<file path="src/rtl/sig_nn_pkg.sv">
// Shared types and constants for the sigmoid LUT interpolation stage.
package sig_nn_pkg;

  localparam int DATA_W = 8;
  localparam int ADDR_W = 4;
  localparam int FRAC_W = 4;
  localparam int LUT_W  = 8;

  // diff needs one extra bit; prod = diff * unsigned frac (with a zero sign bit)
  localparam int DIFF_W = LUT_W + 1;
  localparam int PROD_W = DIFF_W + FRAC_W + 1;
  localparam int SUM_W  = PROD_W - FRAC_W + 1;

  typedef logic signed [DATA_W-1:0] sample_t;
  typedef logic        [ADDR_W-1:0] lut_addr_t;
  typedef logic        [FRAC_W-1:0] frac_t;
  typedef logic signed [LUT_W-1:0]  act_t;
  typedef logic signed [DIFF_W-1:0] diff_t;
  typedef logic signed [PROD_W-1:0] prod_t;
  typedef logic signed [SUM_W-1:0]  sum_t;

  localparam act_t ACT_MAX = act_t'(127);
  localparam act_t ACT_MIN = act_t'(-128);

  typedef struct packed {
    act_t  base;
    act_t  nxt;
    frac_t frac;
  } lut_ret_t;

  function automatic act_t sat_act(input sum_t s);
    if (s > sum_t'(ACT_MAX))      return ACT_MAX;
    else if (s < sum_t'(ACT_MIN)) return ACT_MIN;
    else                          return act_t'(s);
  endfunction

endpackage

</file>
<file path="src/rtl/sig_interp_mac.sv">
// S2/S3 datapath: slope multiply, fractional shift (optional rounding), saturate.
// Build option: define SIG_INTERP_ROUND_EN for round-half-up instead of floor.
module sig_interp_mac
  import sig_nn_pkg::*;
(
  input  logic  clk,
  input  logic  rst,
  input  logic  i_en,
  input  logic  i_valid,
  input  act_t  i_base,
  input  act_t  i_next,
  input  frac_t i_frac,
  output logic  o_valid,
  output act_t  o_y
);

  diff_t w_diff;
  prod_t w_prod;
  prod_t w_biased;
  prod_t w_shift;
  sum_t  w_sum;

  prod_t r_prod;
  act_t  r_base2;
  logic  r_v2;

  assign w_diff = diff_t'(i_next) - diff_t'(i_base);
  assign w_prod = prod_t'(w_diff) * prod_t'($signed({1'b0, i_frac}));

`ifdef SIG_INTERP_ROUND_EN
  assign w_biased = r_prod + prod_t'(2 ** (FRAC_W - 1));
`else
  assign w_biased = r_prod;
`endif

  assign w_shift = w_biased >>> FRAC_W;
  assign w_sum   = sum_t'(r_base2) + sum_t'(w_shift);

  // NOTE: sequential state uses non-blocking assignments so every register
  // samples the pre-edge value of its neighbours, independent of block order.
  always_ff @(posedge clk or posedge rst) begin
    if (rst) begin
      r_prod  <= '0;
      r_base2 <= '0;
      r_v2    <= 1'b0;
      o_valid <= 1'b0;
      o_y     <= '0;
    end else if (i_en) begin
      r_prod  <= w_prod;
      r_base2 <= i_base;
      r_v2    <= i_valid;
      o_valid <= r_v2;
      o_y     <= sat_act(w_sum);
    end
  end

endmodule

</file>
<file path="src/rtl/sig_lut_interp.sv">
// Sigmoid LUT interpolation stage: address split, LUT return capture, MAC.
// Build option: SIG_INTERP_ROUND_EN selects rounding in sig_interp_mac.
module sig_lut_interp
  import sig_nn_pkg::*;
(
  input  logic      clk,
  input  logic      rst,
  input  logic      in_valid,
  output logic      in_ready,
  input  sample_t   in_x,
  output lut_addr_t lut_address,
  input  act_t      lut_base,
  input  act_t      lut_next,
  output logic      out_valid,
  input  logic      out_ready,
  output act_t      out_y
);

  logic     w_stall;
  logic     w_in_xfer;

  frac_t    r_frac0;
  logic     r_v0;
  lut_ret_t r_s1;
  logic     r_v1;

  // Global stall: every stage freezes together, so the LUT address (and
  // therefore its combinational return) stays stable for a held S0 sample.
  assign w_stall   = out_valid & ~out_ready;
  assign in_ready  = ~w_stall;
  assign w_in_xfer = in_valid & in_ready;

  // NOTE: datapath registers are reset along with the valids so out_y and
  // lut_address come up at zero rather than X.
  always_ff @(posedge clk or posedge rst) begin
    if (rst) begin
      lut_address <= '0;
      r_frac0     <= '0;
      r_v0        <= 1'b0;
      r_s1        <= '0;
      r_v1        <= 1'b0;
    end else if (!w_stall) begin
      r_v0 <= w_in_xfer;
      if (w_in_xfer) begin
        lut_address <= in_x[DATA_W-1 -: ADDR_W];
        r_frac0     <= in_x[FRAC_W-1:0];
      end
      r_s1.base <= lut_base;
      r_s1.nxt  <= lut_next;
      r_s1.frac <= r_frac0;
      r_v1      <= r_v0;
    end
  end

  sig_interp_mac u_mac (
    .clk     (clk),
    .rst     (rst),
    .i_en    (~w_stall),
    .i_valid (r_v1),
    .i_base  (r_s1.base),
    .i_next  (r_s1.nxt),
    .i_frac  (r_s1.frac),
    .o_valid (out_valid),
    .o_y     (out_y)
  );

endmodule
</file>
<file path="config.mk">
export PLATFORM = sky130hd
export DESIGN_NAME = sig_lut_interp
export DESIGN_NICKNAME = d
export VERILOG_FILES = /design/src/rtl/sig_nn_pkg.sv /design/src/rtl/sig_interp_mac.sv /design/src/rtl/sig_lut_interp.sv
export SDC_FILE = /design/constraint.sdc
export NUM_CORES = 1
export LEC_CHECK = 0
export ABC_CLOCK_PERIOD_IN_PS = 11250
export CAP_MARGIN = 5
export CORE_MARGIN = 2
export CORE_UTILIZATION = 55
export CTS_CLUSTER_SIZE = 28
export DETAILED_ROUTE_END_ITERATION = 6
export HOLD_SLACK_MARGIN = 0.03
export PLACE_DENSITY = 0.77
export RECOVER_POWER = 25
export SLEW_MARGIN = 0
export SYNTH_ARGS = -nofsm -noshare
export SYNTH_HDL_FRONTEND = slang
export SYNTH_HIERARCHICAL = 1
export SYNTH_SLANG_ARGS = --single-unit
</file>
<file path="constraint.sdc">
create_clock -name clk -period 11.25 [get_ports clk]
set_clock_uncertainty 0.1 [all_clocks]
set_input_delay 2.25 -clock clk [delete_from_list [all_inputs] [get_ports clk]]
set_output_delay 2.25 -clock clk [all_outputs]
set_load 0.005 [all_outputs]
</file>
==> results of run 1 <==
registers in the layout, summed over array words and instances (netlist names):
| signal | cells |
|---|---|
| u_mac/r_base2 | 8 |
| r_v1 | 1 |
| u_mac/r_v2 | 1 |
| r_v0 | 1 |
| u_mac/o_valid | 1 |
| r_frac0 | 4 |
| u_mac/o_y | 8 |
| lut_address | 4 |
| r_s1 | 20 |
| u_mac/r_prod | 10 |
worst paths after layout:
| check | slack (ns) | depth (start not counted) | endpoint | startpoint |
|---|---|---|---|---|
| min in group asynchronous | 2.35 | 2 | r_s1[3]$_DFFE_PP0N_ | rst |
| setup reg to reg | 5.60 | 20 | u_mac/r_prod[12]$_DFFE_PP0P_ | r_s1[14]$_DFFE_PP0N_ |
| hold reg to reg | 0.38 | 2 | r_v0$_DFFE_PP0N_ | r_v0$_DFFE_PP0N_ |
| setup / recovery | 4.35 | 4 | in_ready | out_ready |
| hold / removal | 0.38 | 2 | r_v0$_DFFE_PP0N_ | r_v0$_DFFE_PP0N_ |
| max in group asynchronous | 7.54 | 3 | r_s1[17]$_DFFE_PP0N_ | rst |
layer usage:
layer	vias up	GRT usage
met2	65	0.367
met5	-	0
met1	1504	0.265
met3	8	0.0580
li1	1484	-
met4	0	0.0423
cell type report:
class / count / area [um^2] / share of cell area
clock buffer: 13 / 159 / 0.0314
multi-input combinational: 286 / 2670 / 0.526
inverter: 61 / 234 / 0.0462
sequential: 58 / 1450 / 0.287
tap: 102 / 128 / 0.0252
timing repair buffer: 42 / 414 / 0.0818
clock inverter: 2 / 12.5 / 0.00247
placed cells by master (no fill, tap or decap), types with 2 or more instances in the layout:
master	Yosys	layout
a21boi_0	2	2
a21o_1	2	2
a21oi_1	23	23
a31o_2	2	2
a31oi_1	3	3
and2_1	19	19
and3_1	3	3
clkbuf_1	4	3
clkbuf_8	0	11
clkdlybuf4s50_1	0	40
dfrtp_1	58	58
fa_1	20	20
ha_1	42	42
inv_1	60	60
mux2_2	18	18
mux2_4	27	27
nand2_1	13	13
nand2b_1	2	2
nand3_1	2	2
nand3b_1	2	2
nand4_1	2	2
nand4b_1	2	2
nor2_1	22	22
nor2b_1	12	12
nor3_1	4	4
nor3b_1	4	4
o21a_1	4	4
o21ai_0	15	15
o22ai_1	3	3
or3_1	3	3
xnor2_1	13	13
xor2_1	4	4
per-stage QoR:
stage / setup WS (ns) / hold WS (ns) / cell area (um^2) / cells
floorplan: 6.30 / 0.347 / 4410 / 413
global route: 4.19 / 0.416 / 5060 / 564
global placement: 4.39 / 0.362 / 4900 / 549
finish: 4.35 / 0.382 / 5060 / 564
CTS: 4.32 / 0.388 / 5070 / 564
detailed placement: 4.33 / 0.373 / 4900 / 549
worst max-delay path, stage by stage:
cell             delay [ns]
clkdlybuf4s50_1        0.44
nor2b_4                0.75
clkinv_4               0.50
clkdlybuf4s50_1        0.59
kinds of logic after synthesis:
kind of cell	after synthesis	share of synthesized area
compound gates	68	0.0996
mux	45	0.138
xor+xnor	17	0.0338
fa+ha+maj	62	0.210
simple gates	94	0.123
buf+inv	69	0.0667
flops	58	0.329
==> flow_metrics.py, run 1 <==
metrics = {
    "clock_tree": {
        "cts_inserted_buffers": 9,
        "cts_tree": "done",
        "clockBufferDepth": 2,
        "clock_sinks": 58,
        "ctsResizeCount": 0,
        "post_cts.repair.setup_buffers": 0,
        "cts_root_buffer": "clkbuf_8",
        "clk_pin_slew_worst_paths_ns": 0.06,
        "htree_levels": 3,
        "ctsHoldBuffers": 0,
        "clkLatencyLatePin_ns": 0.33,
    },
    "detailed_routing": {
        "avgViaCountPerCell": 5.43,
        "drt-initial-drc-count": 87,
        "wl_per_cell_um": 14.5,
        "met2_length_um": 4170,
        "wirelength_um": 8190,
        "drc": 0,
        "top_layer": "met4",
        "dr_wl_met3_um": 343,
        "firstDrtPassIters": 5,
        "drt-met1-wl_um": 3630,
        "dr_total_vias": 3061,
        "drtAntennaViolNets": 0,
    },
    "global_route": {
        "grt_pass1_wl_um": 14600,
        "grt_pass1_vias": 3251,
        "antenna_found_initial": 0,
        "grt_usage": 0.211,
        "grt_start_max_net_pins": 37,
        "overflow": 0,
    },
    "logic_synthesis": {
        "synth_seq_cells": 58,
        "netlist.area_leader.share": 0.329,
        "syn-cell-area_um2": 4410,
        "syn_inst": 413,
        "ys_async_sr_fraction": 1.00,
        "syn_area_per_cell_um2": 10.7,
        "seq_area_frac_synth": 0.329,
        "yosysMostFrequentCell": "inv_1",
        "yosys-top-cells-area": "dfrtp_1 (33%), ha_1 (12%), mux2_4 (9.2%)",
        "synth_top_cell_by_area": "dfrtp_1",
        "synth_edf_count": 0,
        "synth_flop_cell": "dfrtp_1",
        "synth.distinct_cells": 50,
        "synth_common_cells": "inv_1 (60), dfrtp_1 (58), ha_1 (42), mux2_4 (27), a21oi_1 (23)",
        "synth_nets": 503,
        "yosysWarnings": 6,
    },
    "sta": {
        "slew_headroom": 0.277,
        "setup_violations": 0,
        "min_period_ns": 6.90,
        "tightest_slew_ns": 1.08,
        "hold_violations": 0,
        "finalMaxSlewViolations": 0,
        "rsz0062_at_grt": "false",
        "fin_crit_sh": 0.613,
        "fmax_ghz": 0.145,
        "fin_setup_tns_ns": 0,
    },
    "critical_path": {
        "required_ns": 8.90,
        "end_kind": "primary output",
        "critPathMaxFanout": 36,
        "critPathKind": "primary input to primary output",
        "critPathArrivalTime_ns": 4.55,
        "cp-start-kind": "primary input",
    },
    "hold_path": {
        "min_path_type": "register to register",
    },
    "status": {
        "outcome": "finished clean",
    },
    "cells_and_area": {
        "utilization": 0.652,
        "drive_gt1_frac": 0.149,
        "area_growth_pct": 14.8,
        "antennaDiodeCount": 0,
        "layout.nets": 548,
        "fillers": 614,
    },
    "die": {
        "ioPinCount": 42,
        "initial_core_util": 0.568,
        "rows": 32,
        "die_height_um": 93.6,
        "die_area_um2": 8750,
        "core_um2": 7770,
        "die_x_um": 93.6,
    },
    "placed_design": {
        "dpl.hpwl_um": 6440,
        "place.gp.congestion": 0.874,
        "io_buffers": 41,
    },
    "flow_run": {
        "cap_viol_max_count": 0,
    },
}
Power of run 1 is left out: the tool's default activity adds up to more than one toggle a clock period on the data nets, which glitch-free logic cannot reach.
==> run 2, diff against run 1 <==
ABC_CLOCK_PERIOD_IN_PS = 6200   (was 11250)
CORE_UTILIZATION = 53   (was 55)
PLACE_DENSITY = 0.78   (was 0.77)
clock period = 6.2 ns   (was 11.25 ns; I/O delays follow)
==> flow_metrics.py, run 2 (same netlist as run 1, synthesis figures left out) <==
metrics = {
    "status": {
        "outcome": "complete, but fails checks",
        "violations": "capacitance limit, slew limit",
    },
    "critical_path": {
        "critPathMaxFanout": 4,
        "critPathKind": "register to register",
        "critPathCapture": "u_mac/r_prod[12]$_DFFE_PP0P_",
        "cp-startpoint": "r_s1[4]$_DFFE_PP0N_",
        "ff2ff_path_depth": 21,
        "critPathArrivalTime_ns": 5.61,
        "worstReg2RegStart": "r_s1[4]$_DFFE_PP0N_",
        "reg2reg_to": "u_mac/r_prod[12]$_DFFE_PP0P_",
        "rrSetupSlack_ns": 0.72,
        "end_kind": "register",
        "cp-start-kind": "register",
        "required_ns": 6.33,
    },
    "cells_and_area": {
        "top_register": "r_s1",
        "layout.nets": 549,
        "drive_gt1_frac": 0.153,
        "mostFrequentLayoutCell": "inv_1",
        "largest_reg_flops": 20,
        "fillers": 677,
        "antennaDiodeCount": 0,
        "area_growth_pct": 15.5,
        "final_cell_mix": "inv_1 (60), dfrtp_1 (58), ha_1 (42)",
        "reg.largest.list": "r_s1 x20, u_mac/r_prod x10",
    },
    "global_route": {
        "overflow": 0,
        "antenna_found_initial": 0,
        "grt_pass1_wl_um": 14700,
        "grt_pass1_vias": 3227,
        "grt_usage": 0.211,
        "grt_start_max_net_pins": 37,
    },
    "clock_tree": {
        "clk_pin_slew_worst_paths_ns": 0.07,
        "cts_tree": "done",
        "htree_levels": 3,
        "clock_sinks": 58,
        "cts_root_buffer": "clkbuf_8",
        "ctsResizeCount": 0,
        "cts_inserted_buffers": 9,
        "post_cts.repair.setup_buffers": 0,
        "ctsHoldBuffers": 0,
        "clkLatencyLatePin_ns": 0.34,
        "clockBufferDepth": 2,
    },
    "sta": {
        "fin_crit_sh": 0.885,
        "fin_setup_tns_ns": 0,
        "min_period_ns": 5.48,
        "rsz0062_at_grt": "false",
        "hold_violations": 0,
        "fmax_ghz": 0.182,
        "finalMaxSlewViolations": 31,
        "tightest_slew_ns": 1.78,
        "setup_violations": 0,
        "slew_headroom": -0.186,
    },
    "die": {
        "die_area_um2": 9070,
        "core_um2": 8130,
        "die_height_um": 95.2,
        "rows": 33,
        "ioPinCount": 42,
        "initial_core_util": 0.542,
        "die_x_um": 95.2,
    },
    "detailed_routing": {
        "dr_total_vias": 3073,
        "drc": 0,
        "wl_per_cell_um": 15.0,
        "firstDrtPassIters": 4,
        "drtAntennaViolNets": 0,
        "wirelength_um": 8540,
        "avgViaCountPerCell": 5.41,
        "drt-initial-drc-count": 139,
    },
    "placed_design": {
        "io_buffers": 41,
        "place.gp.congestion": 0.879,
        "dpl.hpwl_um": 6680,
    },
    "hold_path": {
        "min_path_type": "register to register",
        "holdCritStartpoint": "r_v0$_DFFE_PP0N_",
    },
    "flow_run": {
        "cap_viol_max_count": 1,
    },
}
run 2: cell types whose count changed in the layout (fill, tap and decap cells not counted), sizes merged:
cell      previous run  this run
clkbuf              14        11
bufinv               0         1
clkinvlp             1         2
buf                  0         1
clkinv               2         3
run 2: worst min-delay path by stage:
stage | end | cells past startpoint | slack [ns]
finish | r_v0$_DFFE_PP0N_ | 2 | 0.39
CTS | r_v0$_DFFE_PP0N_ | 2 | 0.39
global route | r_frac0[1]$_DFFE_PP0P_ | 1 | 0.43
floorplan | r_v0$_DFFE_PP0N_ | 2 | 0.35
global placement | r_v0$_DFFE_PP0N_ | 2 | 0.36
detailed placement | r_v0$_DFFE_PP0N_ | 2 | 0.38
run 2: critical path: stages, from the launching register on:
cell and delay [ns]:
dfrtp_1 0.38, inv_1 0.06, ha_1 0.17, fa_1 0.22, nor2b_1 0.07, o31a_1 0.27
o31ai_1 0.37, a21boi_0 0.40, and2_1 0.19, ha_1 0.24, fa_1 0.54, inv_1 0.06
fa_1 0.50, inv_1 0.04, ha_1 0.34, a21oi_1 0.15, o21ai_0 0.11, a2111oi_0 0.44
nor3_1 0.18, a21oi_1 0.20, xnor2_1 0.08, mux2_2 0.26
run 2: metal layers:
metal	global-route usage	share of wire	vias to the layer above
met4	0.0519	0.0080	0
met5	0	0	-
met2	0.360	0.50	65
li1	-	-	1491
met1	0.265	0.45	1506
met3	0.0609	0.048	11
run 2: stage by stage:
stage	area (um^2)	utilization	hold slack [ns]	cells	worst slack, ns
global route	5090	0.626	0.426	568	0.317
detailed placement	4910	0.603	0.380	553	0.812
floorplan	4410	-	0.347	413	1.25
global placement	4910	0.603	0.363	553	0.990
CTS	5100	0.627	0.395	568	0.778
finish	5090	0.626	0.388	568	0.715
run 2: layout make-up:
cell class	count	area, um^2	share of cell area
repair buffers	43	422	0.0828
flip-flops and latches	58	1450	0.285
inverters	61	234	0.0459
multi-input cells	286	2660	0.523
clock buffers	10	138	0.0270
clock inverters	5	55.1	0.0108
well taps	105	131	0.0258
Power of run 2 is left out for the same reason.
==> run 3, diff against run 2 <==
CORE_MARGIN = 8   (was 2)
CTS_CLUSTER_DIAMETER = 30   (was not set)
==> flow_metrics.py, run 3 (same netlist as run 1, synthesis figures left out) <==
metrics = {
    "status": {
        "outcome": "complete, but fails checks",
        "violations": "capacitance limit, slew limit",
    },
    "die": {
        "ioPinCount": 42,
        "die_area_um2": 11500,
        "initial_core_util": 0.542,
        "die_height_um": 107,
        "die_x_um": 107,
        "rows": 33,
        "core_um2": 8130,
    },
    "clock_tree": {
        "clkLatencyLatePin_ns": 0.34,
        "post_cts.repair.setup_buffers": 0,
        "ctsHoldBuffers": 0,
        "cts_inserted_buffers": 9,
        "htree_levels": 3,
        "cts_tree": "done",
        "ctsResizeCount": 0,
        "cts_root_buffer": "clkbuf_8",
        "clockBufferDepth": 2,
        "clock_sinks": 58,
        "clk_pin_slew_worst_paths_ns": 0.08,
    },
    "global_route": {
        "overflow": 0,
        "grt_start_max_net_pins": 37,
        "grt_usage": 0.157,
        "antenna_found_initial": 0,
        "grt_pass1_vias": 3253,
        "grt_pass1_wl_um": 14700,
    },
    "hold_path": {
        "min_path_type": "register to register",
    },
    "critical_path": {
        "critPathArrivalTime_ns": 5.54,
        "end_kind": "register",
        "cp-start-kind": "register",
        "critPathMaxFanout": 4,
        "required_ns": 6.32,
        "critPathKind": "register to register",
    },
    "detailed_routing": {
        "drtAntennaViolNets": 0,
        "wirelength_um": 8340,
        "avgViaCountPerCell": 5.28,
        "firstDrtPassIters": 4,
        "dr_total_vias": 3005,
        "wl_per_cell_um": 14.7,
        "drc": 0,
        "drt-initial-drc-count": 73,
    },
    "sta": {
        "fmax_ghz": 0.184,
        "slew_headroom": -0.123,
        "fin_crit_sh": 0.875,
        "fin_setup_tns_ns": 0,
        "rsz0062_at_grt": "false",
        "setup_violations": 0,
        "hold_violations": 0,
        "min_period_ns": 5.42,
        "holdWs_ns": 0.403,
        "tightest_slew_ns": 1.68,
        "finalMaxSlewViolations": 31,
    },
    "cells_and_area": {
        "area_growth_pct": 15.2,
        "drive_gt1_frac": 0.157,
        "utilization": 0.625,
        "mostFrequentLayoutCell": "inv_1",
        "largest_reg_flops": 20,
        "reg.largest.list": "r_s1 x20, u_mac/r_prod x10",
        "layout.nets": 549,
        "final_cell_area_um2": 5080,
        "antennaDiodeCount": 0,
        "top_register": "r_s1",
        "final_cell_mix": "inv_1 (60), dfrtp_1 (58), ha_1 (42)",
    },
    "placed_design": {
        "place_area_um2": 4910,
        "place.gp.congestion": 0.882,
        "dpl.hpwl_um": 6660,
        "io_buffers": 41,
    },
    "flow_run": {
        "cap_viol_max_count": 1,
    },
}
==> run 3: cell types whose count changed in the layout (fill, tap and decap cells not counted) <==
cell,before,now
clkbuf_8,10,9
inv_6,0,1
mux2_4,26,27
clkinv_4,1,4
clkinv_2,2,1
bufinv_16,1,0
mux2_1,1,0
==> run 3: critical path, stage by stage (launching register included) <==
cell and delay (ns):
dfrtp_1 0.39, inv_1 0.06, ha_1 0.19, fa_1 0.22
nor2b_1 0.06, o31a_1 0.27, o31ai_1 0.32, a21boi_0 0.38
and2_1 0.19, ha_1 0.25, fa_1 0.54, inv_1 0.05
fa_1 0.49, inv_1 0.04, ha_1 0.34, a21oi_1 0.14
o21ai_0 0.11, a2111oi_0 0.45, nor3_1 0.17, a21oi_1 0.20
xnor2_1 0.08, mux2_2 0.25
==> run 3: final timing paths <==
check | start | to | slack [ns] | cells after the start
max in group asynchronous | rst | r_s1[17]$_DFFE_PP0N_ | 3.17 | 3
worst max register to register | r_s1[4]$_DFFE_PP0N_ | u_mac/r_prod[12]$_DFFE_PP0P_ | 0.78 | 21
worst min-delay path | r_v0$_DFFE_PP0N_ | r_v0$_DFFE_PP0N_ | 0.40 | 2
min in group asynchronous | rst | u_mac/o_valid$_DFFE_PP0P_ | 1.52 | 2
worst min register to register | r_v0$_DFFE_PP0N_ | r_v0$_DFFE_PP0N_ | 0.40 | 2
worst max-delay path | r_s1[4]$_DFFE_PP0N_ | u_mac/r_prod[12]$_DFFE_PP0P_ | 0.78 | 21
==> run 3: final cells by class <==
class / instances / area [um^2]
Timing Repair Buffer: 43 / 422
Fill cell: 653 / 3050
Clock inverter: 7 / 55.1
Inverter: 61 / 234
Sequential cell: 58 / 1450
Multi-Input combinational cell: 286 / 2670
Clock buffer: 9 / 124
Tap cell: 105 / 131
==> run 3: through the flow <==
stage / cells / setup WS (ns)
after global placement: 553 / 1.02
after detailed placement: 553 / 0.836
after floorplan: 413 / 1.25
after CTS: 569 / 0.800
final: 569 / 0.776
after global routing: 569 / 0.391
==> run 3: metal layers <==
metal | vias up | routed length [um] | track usage | part of all wire
li1 | 1485 | - | - | -
met1 | 1461 | 3900 | 0.193 | 0.47
met2 | 51 | 3970 | 0.259 | 0.48
met3 | 8 | 372 | 0.0438 | 0.045
met4 | 0 | 96 | 0.0513 | 0.012
met5 | - | 0 | 0 | 0
Power of run 3 is left out for the same reason.
